**src/rtl/ddr3_pkg.sv**
```systemverilog
// Shared definitions for the DTR temperature monitor: FSM state encoding and
// the field layout of the DTROUT bus.
package ddr3_pkg;

    typedef enum logic [1:0] {
        IDLE    = 2'd0,
        PULSE   = 2'd1,
        CONV    = 2'd2,
        CAPTURE = 2'd3
    } dtr_state_t;

    localparam int DTR_CODE_W    = 6;
    localparam int DTR_VALID_BIT = 7;

endpackage

```
**src/rtl/dtr_temp_monitor_if.sv**
```systemverilog
// Signal bundle between the temperature monitor, the DTR primitive and the
// refresh scheduler. The monitor takes the master view.
interface dtr_temp_monitor_if;
    import ddr3_pkg::*;

    logic                  force_req;
    logic [7:0]            dtr_out;
    logic                  dtr_startpulse;
    logic                  busy;
    logic [DTR_CODE_W-1:0] temp_code;
    logic                  temp_valid;
    logic                  temp_ok;
    logic                  hot;
    logic                  err;

    modport master (
        input  force_req, dtr_out,
        output dtr_startpulse, busy, temp_code, temp_valid, temp_ok, hot, err
    );

    modport slave (
        output force_req, dtr_out,
        input  dtr_startpulse, busy, temp_code, temp_valid, temp_ok, hot, err
    );
endinterface

```
**src/rtl/dtr_sync2.sv**
```systemverilog
// Generic two-flop synchronizer for bringing a quasi-static bus into the clk
// domain.
module dtr_sync2 #(
    parameter int unsigned WIDTH = 8
) (
    input  logic             clk,
    input  logic             rst,
    input  logic [WIDTH-1:0] d,
    output logic [WIDTH-1:0] q
);

    logic [WIDTH-1:0] meta;

    // Two register stages; the first may go metastable, the second resolves it.
    always_ff @(posedge clk) begin
        if (rst) begin
            meta <= '0;
            q    <= '0;
        end else begin
            meta <= d;
            q    <= meta;
        end
    end

endmodule

```
**src/rtl/dtr_temp_monitor.sv**
```systemverilog
// Periodic controller for the ECP5 DTR block: issues the start pulse, times
// the conversion, captures the 6-bit code and keeps a hysteretic hot flag.
// Optional macro DTR_SYNC_EN: route dtr_out through a 2-flop synchronizer and
// stretch the conversion window by the two extra clocks of latency.
module dtr_temp_monitor
    import ddr3_pkg::*;
#(
    parameter int unsigned           PERIOD_CYCLES = 1000000,
    parameter int unsigned           PULSE_CYCLES  = 16,
    parameter int unsigned           CONV_CYCLES   = 8000,
    parameter logic [DTR_CODE_W-1:0] HOT_SET       = 6'd42,
    parameter logic [DTR_CODE_W-1:0] HOT_CLR       = 6'd38
) (
    input logic                clk,
    input logic                rst,
    dtr_temp_monitor_if.master bus
);

`ifdef DTR_SYNC_EN
    localparam int unsigned CONV_TOTAL = CONV_CYCLES + 2;
`else
    localparam int unsigned CONV_TOTAL = CONV_CYCLES;
`endif

    localparam int unsigned PERIOD_W = $clog2(PERIOD_CYCLES + 1);
    localparam int unsigned PULSE_W  = $clog2(PULSE_CYCLES + 1);
    localparam int unsigned CONV_W   = $clog2(CONV_TOTAL + 1);

    localparam logic [PERIOD_W-1:0] PERIOD_LAST = PERIOD_W'(PERIOD_CYCLES - 1);
    localparam logic [PULSE_W-1:0]  PULSE_LAST  = PULSE_W'(PULSE_CYCLES - 1);
    localparam logic [CONV_W-1:0]   CONV_LAST   = CONV_W'(CONV_TOTAL - 1);

    dtr_state_t            state;
    logic [PERIOD_W-1:0]   period_cnt;
    logic [PULSE_W-1:0]    pulse_cnt;
    logic [CONV_W-1:0]     conv_cnt;
    logic                  pend;
    logic                  tick;
    logic                  request;
    logic [7:0]            dtr_in;
    logic [DTR_CODE_W-1:0] code;

    logic                  startpulse_q;
    logic                  busy_q;
    logic [DTR_CODE_W-1:0] temp_code_q;
    logic                  temp_valid_q;
    logic                  temp_ok_q;
    logic                  hot_q;
    logic                  err_q;

`ifdef DTR_SYNC_EN
    dtr_sync2 #(.WIDTH(8)) u_sync (
        .clk (clk),
        .rst (rst),
        .d   (bus.dtr_out),
        .q   (dtr_in)
    );
`else
    assign dtr_in = bus.dtr_out;
`endif

    // Bit 6 of DTROUT carries nothing useful.
    logic unused_dtr_bit;
    assign unused_dtr_bit = dtr_in[6];

    assign code    = dtr_in[DTR_CODE_W-1:0];
    assign tick    = (period_cnt == PERIOD_LAST);
    assign request = tick | bus.force_req;

    // Free-running period timer; the tick is the cycle that wraps it to zero.
    always_ff @(posedge clk) begin
        // NOTE: registers are updated with <= so every flop samples pre-edge values.
        if (rst) begin
            period_cnt <= '0;
        end else if (tick) begin
            period_cnt <= '0;
        end else begin
            period_cnt <= period_cnt + PERIOD_W'(1);
        end
    end

    // Conversion sequencer with pending-request latch and capture registers.
    always_ff @(posedge clk) begin
        if (rst) begin
            state        <= IDLE;
            pulse_cnt    <= '0;
            conv_cnt     <= '0;
            pend         <= 1'b0;
            startpulse_q <= 1'b0;
            busy_q       <= 1'b0;
            temp_code_q  <= '0;
            temp_valid_q <= 1'b0;
            temp_ok_q    <= 1'b0;
            hot_q        <= 1'b0;
            err_q        <= 1'b0;
        end else begin
            temp_valid_q <= 1'b0;

            // Requests seen while a conversion is in flight collapse into one.
            if (state != IDLE && request) begin
                pend <= 1'b1;
            end

            case (state)
                IDLE: begin
                    if (request || pend) begin
                        state        <= PULSE;
                        startpulse_q <= 1'b1;
                        busy_q       <= 1'b1;
                        pulse_cnt    <= '0;
                        // Leaving on a pended request: a fresh request this cycle stays queued.
                        pend         <= pend & request;
                    end
                end
                PULSE: begin
                    if (pulse_cnt == PULSE_LAST) begin
                        state        <= CONV;
                        startpulse_q <= 1'b0;
                        conv_cnt     <= '0;
                    end else begin
                        pulse_cnt <= pulse_cnt + PULSE_W'(1);
                    end
                end
                CONV: begin
                    if (conv_cnt == CONV_LAST) begin
                        if (dtr_in[DTR_VALID_BIT]) begin
                            state <= CAPTURE;
                        end else begin
                            state  <= IDLE;
                            busy_q <= 1'b0;
                            err_q  <= 1'b1;
                        end
                    end else begin
                        conv_cnt <= conv_cnt + CONV_W'(1);
                    end
                end
                CAPTURE: begin
                    state        <= IDLE;
                    busy_q       <= 1'b0;
                    temp_code_q  <= code;
                    temp_valid_q <= 1'b1;
                    temp_ok_q    <= 1'b1;
                    err_q        <= 1'b0;
                    if (code >= HOT_SET) begin
                        hot_q <= 1'b1;
                    end else if (code <= HOT_CLR) begin
                        hot_q <= 1'b0;
                    end
                end
                default: begin
                    state <= IDLE;
                end
            endcase
        end
    end

    assign bus.dtr_startpulse = startpulse_q;
    assign bus.busy           = busy_q;
    assign bus.temp_code      = temp_code_q;
    assign bus.temp_valid     = temp_valid_q;
    assign bus.temp_ok        = temp_ok_q;
    assign bus.hot            = hot_q;
    assign bus.err            = err_q;

endmodule

```
**src/flat_wrapper.sv**
```systemverilog
// flat-port wrapper written by rule: the top's interface ports become plain ports
module dtr_temp_monitor_flat import ddr3_pkg::*;
#(
    parameter int unsigned           PERIOD_CYCLES = 1000000,
    parameter int unsigned           PULSE_CYCLES  = 16,
    parameter int unsigned           CONV_CYCLES   = 8000,
    parameter logic [DTR_CODE_W-1:0] HOT_SET       = 6'd42,
    parameter logic [DTR_CODE_W-1:0] HOT_CLR       = 6'd38
)
  (clk, rst, bus_force_req, bus_dtr_out, bus_dtr_startpulse, bus_busy, bus_temp_code, bus_temp_valid, bus_temp_ok, bus_hot, bus_err);
  dtr_temp_monitor_if bus_i ();
  input logic clk;
  input logic rst;
  input wire logic [$bits(bus_i.force_req)-1:0] bus_force_req;
  input wire logic [$bits(bus_i.dtr_out)-1:0] bus_dtr_out;
  output wire logic [$bits(bus_i.dtr_startpulse)-1:0] bus_dtr_startpulse;
  output wire logic [$bits(bus_i.busy)-1:0] bus_busy;
  output wire logic [$bits(bus_i.temp_code)-1:0] bus_temp_code;
  output wire logic [$bits(bus_i.temp_valid)-1:0] bus_temp_valid;
  output wire logic [$bits(bus_i.temp_ok)-1:0] bus_temp_ok;
  output wire logic [$bits(bus_i.hot)-1:0] bus_hot;
  output wire logic [$bits(bus_i.err)-1:0] bus_err;
  assign bus_i.force_req = bus_force_req;
  assign bus_i.dtr_out = bus_dtr_out;
  assign bus_dtr_startpulse = bus_i.dtr_startpulse;
  assign bus_busy = bus_i.busy;
  assign bus_temp_code = bus_i.temp_code;
  assign bus_temp_valid = bus_i.temp_valid;
  assign bus_temp_ok = bus_i.temp_ok;
  assign bus_hot = bus_i.hot;
  assign bus_err = bus_i.err;
  dtr_temp_monitor #(.PERIOD_CYCLES(PERIOD_CYCLES), .PULSE_CYCLES(PULSE_CYCLES), .CONV_CYCLES(CONV_CYCLES), .HOT_SET(HOT_SET), .HOT_CLR(HOT_CLR)) u_core (.clk(clk), .rst(rst), .bus(bus_i));
endmodule
```
**config.mk**
```make
export PLATFORM = sky130hd
export DESIGN_NAME = dtr_temp_monitor_flat
export DESIGN_NICKNAME = d
export VERILOG_FILES = /design/src/rtl/ddr3_pkg.sv /design/src/rtl/dtr_temp_monitor_if.sv /design/src/rtl/dtr_sync2.sv /design/src/rtl/dtr_temp_monitor.sv /design/src/flat_wrapper.sv
export SDC_FILE = /design/constraint.sdc
export NUM_CORES = 1
export LEC_CHECK = 0
export BUFFER_PORTS_ARGS = -buffer_cell sky130_fd_sc_hd__buf_2
export CORE_UTILIZATION = 65
export CTS_BUF_LIST = sky130_fd_sc_hd__clkbuf_8
export CTS_CLUSTER_SIZE = 14
export DETAILED_ROUTE_END_ITERATION = 6
export GPL_ROUTABILITY_DRIVEN = 0
export PLACE_DENSITY = 0.86
export SYNTH_ARGS = -nofsm -noshare
export SYNTH_HDL_FRONTEND = slang
export SYNTH_HIERARCHICAL = 1
export SYNTH_SLANG_ARGS = --single-unit
```
**constraint.sdc**
```tcl
create_clock -name clk -period 4.4 [get_ports clk]
set_clock_uncertainty 0.05 [all_clocks]
set_input_delay 0.22 -clock clk [delete_from_list [all_inputs] [get_ports clk]]
set_output_delay 0.22 -clock clk [all_outputs]
set_load 0.1 [all_outputs]
```
==> metrics.cfg, run 1 <==
[outcome]
status = finished, final reports clean

[sta]
max_clock_freq_ghz = 0.390
hold_viol_final = 0
period_needed_ns = 2.57
finalSetupViolCount = 0
max_slew_margin_pct = 47.7
holdWs_ns = 0.118
fin_crit_sh_pct = 58.3
report.final.slew_viol_count = 0
setup_tns_ns = 0
timing.final.ws_setup_ns = 1.83
rsz0062_at_grt = no
tightest_slew_ns = 0.778

[logic_synthesis]
async_flop_share_pct = 0
synth_flop_cell = dfxtp_1
syn_area_per_cell_um2 = 8.34
yosys_warnings = 6
syn_area_um2 = 2650
ys_types = 56
postSynthCellCount = 318
yosys_register_bits = 53
synthesis.nets = 333
yosysSeqAreaShare_pct = 40.0
synth_enable_flop_cells = 0

[global_routing]
grt_busiest_layer = met2
grt_pass1_wl_um = 8780
grt_start_max_net_pins = 29
gr-total-overflow = 0
grt_pass1_vias = 2061
antenna_found_initial = 0
grtUsageTotal_pct = 25.9
met3_usage_pct = 4.48
gr-usage-met1_pct = 30.4
grt_use_met2_pct = 47.2

[clock_tree]
clock_path_buffers = 2
cts_hold_buffers = 0
cts_root_buffer = clkbuf_8
cts_setup_buffers = 0
cts_resized = 0
cts-htree-levels = 2
cts_tree = yes
cts_sinks = 53
clk_pin_slew_worst_paths_ns = 0.09
cts_made_buffers = 5
clk_latency_ns = 0.30

[final_layout]
multi_input_area_um2 = 1480
diodes = 0
drive_gt1_share_pct = 13.2
area_delta_synth_final_pct = 7.50
register_area_um2 = 1060
nNetsFinal = 347
fin_util_pct = 75.1
stdcell_count = 381
fin_area_um2 = 2850
n_fill_cell = 292

[routing]
routedWlPerCell_um = 13.7
dr_total_vias = 2314
vias_per_cell = 6.07
ant_nets = 0
drt_wl_total_um = 5210
first_pass_iters = 4
first_iter_violations = 166
drcViolationCount = 0

[pwr]
swShare_pct = 23.7
pwr-share-comb_pct = 6.8
power_frac_seq_pct = 58.5
p_int_mw = 0.645
clkPwrFrac_pct = 34.6
ir_drop_v = 0.000221
p_total_mw = 0.845
power_density_nw_per_um2 = 296
p_switching_mw = 0.200
leakage_nw = 1.01

[placement]
dpl_cell_area_um2 = 2750
dp_hpwl_um = 3580
pre_cts_slack_ns = 1.85
port_buffers = 21
dp.cells = 373

[setup_path]
crit_required_ns = 4.59
crit_path_end_kind = register
path_class = reg2reg
worstPathMaxFanout = 14
path_common_cell = ha_1
startpoint_type = register
max_stage_delay_ns = 0.53
cp_cell_sequence = ha_1 -> and3_1 -> ha_1 -> and3b_1 -> o2111ai_1 -> or4_1 -> a21oi_1
arrival_ns = 2.75
crit_slowest_cell = or4_1

[flow_run]
cap_viol_max_count = 0

[floorplanning]
fp-row-count = 22
die_w_um = 65.9
initial_core_util_pct = 69.8
die_h_um = 65.9
dieArea_um2 = 4340
coreArea_um2 = 3800
ioPinCount = 23

[hold_path]
hold_path.class = in2reg

synth_stat cells, types with 4 or more instances:
library cell | instances | area, um2
or3_1 | 7 | 43.8
or4_1 | 11 | 82.6
and3_1 | 7 | 43.8
nor2b_1 | 4 | 25.0
o31ai_1 | 11 | 82.6
inv_1 | 13 | 48.8
o21ai_0 | 6 | 30.0
a211oi_1 | 4 | 30.0
o21ai_1 | 5 | 25.0
nand3_1 | 15 | 75.1
nor4_1 | 4 | 25.0
ha_1 | 4 | 50.1
dfxtp_1 | 53 | 1060
xnor2_1 | 8 | 70.1
a21oi_1 | 31 | 155
nand2_1 | 31 | 116
clkbuf_1 | 9 | 33.8
nor2_1 | 29 | 109
nor3_1 | 5 | 25.0
mux2i_1 | 5 | 50.1
worst paths after layout:
kind	startpoint	to	slack, ns	cells after the start
max	u_core/pulse_cnt[1]	u_core/conv_cnt[11]	1.83	7
min	bus_dtr_out[5]	u_core/bus.temp_code[5]	0.12	3
max reg2reg	u_core/pulse_cnt[1]	u_core/conv_cnt[11]	1.83	7
min reg2reg	u_core/bus.temp_code[3]	u_core/bus.temp_code[3]	0.40	2
flip-flops by register name, summed over array words and instances (netlist names):
name,cells
u_core/bus.busy,1
u_core/conv_cnt,13
u_core/bus.temp_ok,1
u_core/pulse_cnt,5
u_core/bus.hot,1
u_core/state,2
u_core/period_cnt,20
u_core/bus.dtr_startpulse,1
u_core/bus.temp_valid,1
u_core/bus.err,1
u_core/pend,1
u_core/bus.temp_code,6
power groups by stage:
stage / clock network (mW) / registers, mW / logic [mW]
2_1_floorplan: 0 / 0.520 / 0.0304
3_3_place_gp: 0 / 0.506 / 0.0565
3_5_place_dp: 0 / 0.506 / 0.0573
4_1_cts: 0.301 / 0.495 / 0.0577
5_1_grt: 0.321 / 0.496 / 0.0625
6_report: 0.293 / 0.495 / 0.0576
metal layers:
| metal | vias up | wire length, um |
|---|---|---|
| met3 | 4 | 170 |
| met1 | 1085 | 2430 |
| met5 | - | 0 |
| met2 | 35 | 2580 |
| met4 | 0 | 27 |
| li1 | 1190 | - |
layout make-up:
| cell class | instances | share of cell area, % |
|---|---|---|
| multi-input combinational | 238 | 51.7 |
| sequential | 53 | 37.2 |
| timing repair buffer | 21 | 3.69 |
| clock buffer | 7 | 3.38 |
| tap | 48 | 2.11 |
| inverter | 13 | 1.71 |
| clock inverter | 1 | 0.176 |
placed cells by master (no fill, tap or decap), types with 6 or more instances in the layout:
cell and n:
nor2_1 29, or3_1 7, buf_2 21, o21ai_0 6, dfxtp_1 53, nand3_1 15
xnor2_1 8, clkbuf_8 7, or4_1 11, nand2_1 31, a21oi_1 31, o31ai_1 11
inv_1 13, and3_1 7
critical path: cells and delay by family (launching register included):
| family | cells | cell delay [ns] |
|---|---|---|
| AND/OR/NAND/NOR | 3 | 1.15 |
| AO/OA/AOI/OAI | 2 | 0.47 |
| flip-flops | 1 | 0.39 |
| adder cells (fa/ha/maj) | 2 | 0.44 |
cells by family after synthesis:
family,synth area share (%)
AND/OR/NAND/NOR,28.3
buffers and inverters,4.39
XOR/XNOR,3.63
adder cells (fa/ha/maj),1.89
flip-flops,40.0
AO/OA/AOI/OAI,18.6
multiplexers,3.16
Power figures use the tool's default switching activity.
==> run 2, diff against run 1 <==
Settings changed: CORE_UTILIZATION 65 to 61, PLACE_DENSITY 0.86 to 0.81.
Clock period 4.4 ns to 2.6 ns, I/O delays scaled along.
==> metrics.cfg, run 2 (synthesis results as in run 1) <==
[outcome]
status = finished, final reports clean

[setup_path]
arrival_ns = 2.49  ; -0.26 ns
crit_required_ns = 2.79  ; -1.80 ns
path_class = reg2reg
worstPathMaxFanout = 8  ; -6
startpoint_type = register
r2r_setup_slack_ns = 0.31  ; -1.53 ns
crit_slowest_cell = or4_1
crit_path_end_kind = register
path_common_cell = ha_1
cp_cell_sequence = ha_1 -> and3_1 -> ha_1 -> and3b_1 -> o2111ai_1 -> or4_1 -> a21oi_1
max_stage_delay_ns = 0.52  ; about the same

[routing]
vias_per_cell = 5.95  ; -2.1%
first_pass_iters = 4  ; unchanged
ant_nets = 0  ; unchanged
dr_total_vias = 2296  ; -0.78%
drt_wl_total_um = 5070  ; -2.7%
first_iter_violations = 147  ; -11%
routedWlPerCell_um = 13.1  ; -4.0%
drcViolationCount = 0  ; unchanged

[floorplanning]
ioPinCount = 23  ; unchanged
die_w_um = 67.9  ; +3.1%
coreArea_um2 = 4090  ; +7.6%
die_h_um = 67.9  ; +3.1%
initial_core_util_pct = 64.9  ; -4.9 points
fp-row-count = 23  ; +4.5%
dieArea_um2 = 4620  ; +6.4%

[final_layout]
top_register = u_core/period_cnt
mostFrequentLayoutCells = dfxtp_1 (53), nand2_1 (31), a21oi_1 (31)
nNetsFinal = 350  ; +0.86%
drive_gt1_share_pct = 13.7  ; +0.48 points
stdcell_count = 386  ; +1.3%
fin_util_pct = 70.6  ; -4.4 points
n_fill_cell = 353  ; +21%
largest_register_ffs = 20  ; unchanged
final_common_cell = dfxtp_1
area_delta_synth_final_pct = 8.82
diodes = 0  ; unchanged

[clock_tree]
cts_sinks = 53  ; unchanged
cts_resized = 0  ; unchanged
cts_root_buffer = clkbuf_8
clk_latency_ns = 0.30  ; about the same
cts_setup_buffers = 0  ; unchanged
cts_made_buffers = 5  ; unchanged
cts-htree-levels = 2  ; unchanged
cts_hold_buffers = 0  ; unchanged
clk_pin_slew_worst_paths_ns = 0.09  ; about the same
clock_path_buffers = 2  ; unchanged
cts_tree = yes

[pwr]
leakage_nw = 1.03  ; +2.1%
ir_drop_v = 0.000359  ; +62%
power_density_nw_per_um2 = 514  ; +74%

[sta]
finalSetupViolCount = 0  ; unchanged
timing.final.ws_setup_ns = 0.307  ; -1.53 ns
tightest_slew_ns = 0.762  ; -0.0161 ns
max_clock_freq_ghz = 0.436  ; +12%
fin_crit_sh_pct = 88.2  ; +30 points
max_slew_margin_pct = 48.8  ; +1.1 points
hold_viol_final = 0  ; unchanged
rsz0062_at_grt = no
report.final.slew_viol_count = 0  ; unchanged
period_needed_ns = 2.29  ; -0.274 ns
setup_tns_ns = 0  ; unchanged

[placement]
dp.cells = 378  ; +1.3%
dp_hpwl_um = 3600  ; +0.55%
pre_cts_slack_ns = 0.302  ; -1.55 ns
port_buffers = 21  ; unchanged

[flow_run]
cap_viol_max_count = 0  ; unchanged

[hold_path]
hold_path.class = in2reg

[global_routing]
grtUsageTotal_pct = 24.0  ; -1.8 points
antenna_found_initial = 0  ; unchanged
grt_pass1_vias = 1954  ; -5.2%
gr-total-overflow = 0  ; unchanged
grt_pass1_wl_um = 8480  ; -3.4%
grt_start_max_net_pins = 29  ; unchanged

[run 2: where the power goes]
| part | switching, mW | leakage, nW | internal (mW) |
|---|---|---|---|
| logic | 0.0708 | 0.546 | 0.0291 |
| registers | 0.0142 | 0.429 | 0.823 |
| clock network | 0.263 | 0.0595 | 0.285 |
[run 2: final timing paths]
check,from,to,cells past startpoint
worst max register to register,u_core/pulse_cnt[0],u_core/conv_cnt[11],7
worst min register to register,u_core/bus.temp_code[3],u_core/bus.temp_code[3],2
worst max-delay path,u_core/pulse_cnt[0],u_core/conv_cnt[11],7
worst min-delay path,bus_dtr_out[0],u_core/bus.temp_code[0],3
[run 2: cell type report]
type,instances,area (um2),area share [%]
Sequential cell,53,1060,36.8
Timing Repair Buffer,24,128,4.42
Multi-Input combinational cell,238,1480,51.1
Clock inverter,3,42.5,1.47
Clock buffer,5,68.8,2.38
Tap cell,50,62.6,2.17
Inverter,13,48.8,1.69
[run 2: metal layers]
| metal | vias up | part of all wire, % | global-route usage, % |
|---|---|---|---|
| li1 | 1203 | - | - |
| met1 | 1054 | 48 | 30.0 |
| met2 | 33 | 47 | 40.9 |
| met3 | 6 | 3.3 | 5.00 |
| met4 | 0 | 1.4 | 7.81 |
| met5 | - | 0 | 0 |
[run 2: through the flow]
step	area, um2	power (mW)	hold slack (ns)
after floorplan	2650	0.931	0.216
after global placement	2780	0.953	0.339
after detailed placement	2780	0.955	0.346
after CTS	2890	1.50	0.0112
after global routing	2890	1.55	0.0153
final	2890	1.48	0.0214
[run 2: critical path, delay by kind of cell, from the launching register on]
family	cells	cell delay, ns
adders and majority gates	2	0.45
DFF	1	0.39
and+or+nand+nor	3	0.94
AOI/OAI and AO/OA	2	0.40
